### src/rtl/logic_sweep_ctrl.sv
// Self-test sequencer for the two-input basic-gate unit: applies 00,01,10,11,
// waits SETTLE_CYCLES, checks {x,y,z,w,v} against the golden truth table.
module logic_sweep_ctrl #(
  parameter int unsigned SETTLE_CYCLES = 2,
  parameter int unsigned CNT_W         = 4
) (
  input  logic       clk,
  input  logic       rst,
  input  logic       start,
  input  logic       abort,
  input  logic [4:0] res,
  output logic       a_o,
  output logic       b_o,
  output logic       busy,
  output logic       done,
  output logic       pass,
  output logic [3:0] fail_mask,
  output logic [2:0] err_cnt,
  output logic [4:0] last_res
);

  typedef enum logic [1:0] {
    S_IDLE,
    S_APPLY,
    S_CHECK,
    S_DONE
  } state_t;

  state_t           state_q, state_d;
  logic [1:0]       vec_q, vec_d;
  logic [CNT_W-1:0] cnt_q, cnt_d;
  logic [3:0]       fail_mask_q, fail_mask_d;
  logic [2:0]       err_cnt_q, err_cnt_d;
  logic             pass_q, pass_d;
  logic [4:0]       last_res_q, last_res_d;
  logic [4:0]       golden;

  always_comb begin
    golden = 5'b00011;
    case (vec_q)
      2'd0: golden = 5'b00011;
      2'd1: golden = 5'b01110;
      2'd2: golden = 5'b01110;
      2'd3: golden = 5'b11000;
      default: golden = 5'b00011;
    endcase
  end

  always_comb begin
    state_d     = state_q;
    vec_d       = vec_q;
    cnt_d       = cnt_q;
    fail_mask_d = fail_mask_q;
    err_cnt_d   = err_cnt_q;
    pass_d      = pass_q;
    last_res_d  = last_res_q;
    case (state_q)
      S_IDLE: begin
        if (start && !abort) begin
          state_d     = S_APPLY;
          vec_d       = '0;
          cnt_d       = '0;
          fail_mask_d = '0;
          err_cnt_d   = '0;
          pass_d      = 1'b0;
        end
      end
      S_APPLY: begin
        if (abort) begin
          state_d = S_IDLE;
          cnt_d   = '0;
          pass_d  = 1'b0;
        end else if (cnt_q == CNT_W'(SETTLE_CYCLES - 1)) begin
          state_d = S_CHECK;
          cnt_d   = '0;
        end else begin
          cnt_d = cnt_q + 1'b1;
        end
      end
      S_CHECK: begin
        if (abort) begin
          state_d = S_IDLE;
          pass_d  = 1'b0;
        end else begin
          last_res_d = res;
          if (res != golden) begin
            fail_mask_d[vec_q] = 1'b1;
            err_cnt_d          = err_cnt_q + 3'd1;
          end
          // pass is resolved on entry to DONE so it is valid alongside the done pulse
          if (vec_q == 2'd3) begin
            state_d = S_DONE;
            pass_d  = (err_cnt_d == 3'd0);
          end else begin
            vec_d   = vec_q + 2'd1;
            state_d = S_APPLY;
          end
        end
      end
      S_DONE: begin
        state_d = S_IDLE;
      end
      default: state_d = S_IDLE;
    endcase
  end

  always_ff @(posedge clk) begin
    if (rst) begin
      state_q     <= S_IDLE;
      vec_q       <= '0;
      cnt_q       <= '0;
      fail_mask_q <= '0;
      err_cnt_q   <= '0;
      pass_q      <= 1'b0;
      last_res_q  <= '0;
    end else begin
      state_q     <= state_d;
      vec_q       <= vec_d;
      cnt_q       <= cnt_d;
      fail_mask_q <= fail_mask_d;
      err_cnt_q   <= err_cnt_d;
      pass_q      <= pass_d;
      last_res_q  <= last_res_d;
    end
  end

  assign busy       = (state_q == S_APPLY) || (state_q == S_CHECK);
  assign done       = (state_q == S_DONE);
  assign a_o        = busy & vec_q[1];
  assign b_o        = busy & vec_q[0];
  assign pass       = pass_q;
  assign fail_mask  = fail_mask_q;
  assign err_cnt    = err_cnt_q;
  assign last_res   = last_res_q;

endmodule

### config.mk
export PLATFORM = sky130hd
export DESIGN_NAME = logic_sweep_ctrl
export DESIGN_NICKNAME = d
export VERILOG_FILES = /design/src/rtl/logic_sweep_ctrl.sv
export SDC_FILE = /design/constraint.sdc
export NUM_CORES = 1
export LEC_CHECK = 0
export BUFFER_PORTS_ARGS = -buffer_cell sky130_fd_sc_hd__buf_2
export CORE_ASPECT_RATIO = 1.25
export CORE_MARGIN = 3
export CORE_UTILIZATION = 46
export DETAILED_ROUTE_END_ITERATION = 8
export HOLD_SLACK_MARGIN = 0.06
export PLACE_DENSITY_LB_ADDON = 0.15
export SYNTH_ARGS = -nofsm -noshare
export SYNTH_HDL_FRONTEND = slang
export SYNTH_SLANG_ARGS = --single-unit
### constraint.sdc
create_clock -name clk -period 2.38 [get_ports clk]
set_clock_uncertainty 0.1 [all_clocks]
set_input_delay 0.119 -clock clk [delete_from_list [all_inputs] [get_ports clk]]
set_output_delay 0.119 -clock clk [all_outputs]
set_load 0.005 [all_outputs]
==> reports/results.ini <==
[synthesis]
synth_seq_area_share=0.3401
netlist_instances=139
synth_cell_types=40
syn_avg_cell_area_um2=8.893
synthesis.area_um2=1236
yosys_register_bits=21
synth_nets=162
ys.warnings.count=0

[clock_tree]
clock-root-buffer=clkbuf_4
clk_pin_slew_ns=0.12
cts_buffers=3
post_cts_resized=0
post-cts-setup-buffers=0
clockBufferDepth=2
clkLatencyLatePin_ns=0.31
cts_tree=built
clock-sinks=21
postCtsHoldBufs=7
htreeDepth=1

[die]
row_count=20
initial_core_util=0.4940
core_area_um2=2502
die_w_um=52.37
io_pins=26
die-area_um2=3349
fp.dieH_um=63.96

[timing]
slew_violations=0
setup_viol_count_final=0
worst_pin_slew_ns=0.6180
tns_ns=0
finalCritPeriodShare=0.8991
worst_slack_ns=0.2403
max_freq_mhz=467.3
period_minus_slack_ns=2.140
max-slew-margin-rel=0.5845
hold_viol=0
rsz0062_at_grt=no

[worst_setup_path]
r2r-start=vec_q[0]
cp_max_fo=7
critPathArrivalTime_ns=2.27
cp_slowest_stage_delay_ns=0.48
cp-startpoint=vec_q[0]
path_delay_family=flip-flops
cp-end-kind=flip-flop
rrSetupSlack_ns=0.24
path_buf_inv=1
crit_chain=inv_1 > ha_1 > xnor2_1 > and3_1 > nand2_1 > a21o_1 > a311oi_1
cpMaxStageDelayCell=dfxtp_1
start_kind=flip-flop
crit_end=err_cnt[2]
r2r_end=err_cnt[2]
crit_cells=7
reg2reg_depth=7
cp_data_required_time_ns=2.51
crit_type=flip-flop to flip-flop

[drt]
vias=1086
postRouteWirelength_mm=2.648
drtIter0Drc=28
drtAntennaViolNets=0
wl_per_cell_um=12.79
dr.pass1.iters=4
vias_per_cell=5.246
drc=0

[global_route]
grt_pass1_wl_mm=4.733
grt_remaining_overflow=0
antenna_found_initial=0
grt_pass1_vias=1044
grt_max_degree=15
grtUsageTotal=0.1811

[final_layout]
nNetsFinal=198
drive_above_1_share=0.2069
stdcell_count=207
synthToLayoutAreaGrowth_pct=20.75
num_antenna_cells=0

[pwr]
powerDensity_nw_per_um2=476.5
leakagePower_nw=0.6590
vdd_drop_max_mv=0.3492

[flow_run]
cap_violations=0

[placement]
dp_hpwl_mm=1.977
gp_congestion=0.8222
dp.cells=196
dp_slack_ns=0.2683
port_buffers=25

[worst_hold_path]
hp-class=primary input to flip-flop

[outcome]
status=finished, final reports clean

==> area by class of cell <==
class / count / area [um2]
inverter: 7 / 26.28
clock inverter: 1 / 5.005
timing repair buffer: 33 / 202.7
sequential: 21 / 420.4
tap: 33 / 41.29
multi-input combinational: 109 / 774.5
clock buffer: 3 / 22.52
fill: 242 / 1010
==> synth_stat cells, drive strengths merged <==
cell type	count	share of area
and2b	1	0.0061
o21a	1	0.0061
or3	1	0.0051
inv	7	0.021
or2	1	0.0051
buf	1	0.0091
nand3b	1	0.0061
nor3b	1	0.0061
dfxtp	21	0.34
nor2b	1	0.0051
nor3	1	0.0040
a21oi	17	0.078
clkbuf	1	0.0030
nor4b	1	0.0071
nand3	3	0.012
xnor2	2	0.014
a311oi	2	0.014
ha	14	0.14
o31ai	2	0.012
or4	1	0.0061
o21ai	4	0.019
and3	1	0.0051
a31oi	2	0.010
a21o	1	0.0061
and3b	2	0.014
nand2	4	0.012
mux2i	6	0.049
nor2	20	0.061
nand2b	9	0.058
a32oi	1	0.0071
xor2	3	0.021
nor4	1	0.0051
o31a	1	0.0071
o211ai	1	0.0061
o32ai	1	0.0071
and2	2	0.010
==> worst min path at each step <==
| stage | depth (start not counted) | end | slack (ns) | startpoint |
|---|---|---|---|---|
| finish | 2 | err_cnt[1] | 0.07 | rst |
| global route | 2 | vec_q[0] | 0.08 | rst |
| CTS | 2 | err_cnt[1] | 0.06 | rst |
| floorplan | 1 | err_cnt[0] | 0.08 | rst |
| detailed placement | 3 | last_res[3] | 0.29 | res[3] |
| global placement | 3 | last_res[1] | 0.29 | res[1] |
==> cell families (layout without fill, tap and decap cells) <==
group	after synthesis	count (layout)	synth area share
AO/OA/AOI/OAI	33	33	0.1731
flip-flops	21	21	0.3401
multiplexers	6	6	0.04858
buffers and inverters	9	44	0.03340
adder cells (fa/ha/maj)	14	14	0.1417
AND/OR/NAND/NOR	51	51	0.2277
XOR/XNOR	5	5	0.03543
==> report_power, final <==
group	internal [mW]	leakage (nW)	switching (mW)	total (mW)
clock network	0.0629	0.0177	0.117	0.180
logic	0.0666	0.472	0.0877	0.154
registers	0.363	0.170	0.0137	0.377
==> sequential cells by signal, summed over array words and instances (netlist names) <==
name	flops
vec_q	2
pass	1
last_res	5
cnt_q	4
fail_mask	4
state_q	2
err_cnt	3
==> worst register-to-register path: cells and delay by family (launching register included) <==
kind            cells  cell delay (ns)
flops               1             0.48
compound gates      2             0.44
simple gates        2             0.35
fa+ha+maj           1             0.34
xor+xnor            1             0.23
buf+inv             1             0.13
==> through the flow <==
stage | power, mW | hold slack, ns | utilization | instance area [um2]
2_1_floorplan | 0.4878 | 0.08144 | - | 1236
3_3_place_gp | 0.5276 | 0.2908 | 0.5575 | 1395
3_5_place_dp | 0.5312 | 0.2947 | 0.5575 | 1395
4_1_cts | 0.7216 | 0.06057 | 0.5965 | 1493
5_1_grt | 0.7567 | 0.07577 | 0.5965 | 1493
6_report | 0.7113 | 0.06609 | 0.5965 | 1493
==> cells in the final DEF, fill, tap and decap left out, types with 2 or more instances in the layout <==
cell type / n
a21oi_1: 14
a21oi_2: 3
a311oi_1: 2
a31oi_1: 2
and2_1: 2
and3b_1: 2
buf_2: 25
clkbuf_4: 3
dfxtp_1: 21
dlygate4sd3_1: 7
ha_1: 14
inv_1: 7
mux2i_1: 6
nand2_1: 4
nand2b_1: 7
nand2b_4: 2
nand3_1: 3
nor2_1: 20
o21ai_0: 2
o31ai_1: 2
xnor2_1: 2
xor2_1: 3
==> routing by layer <==
layer | wire length (um) | up-vias | part of all wire | track usage
li1 | - | 556 | - | -
met1 | 1214 | 495 | 0.46 | 0.2373
met2 | 1252 | 30 | 0.47 | 0.3012
met3 | 140 | 5 | 0.053 | 0.02331
met4 | 40 | 0 | 0.015 | 0.05751
met5 | 0 | - | 0 | 0
Power figures use the tool's default switching activity.
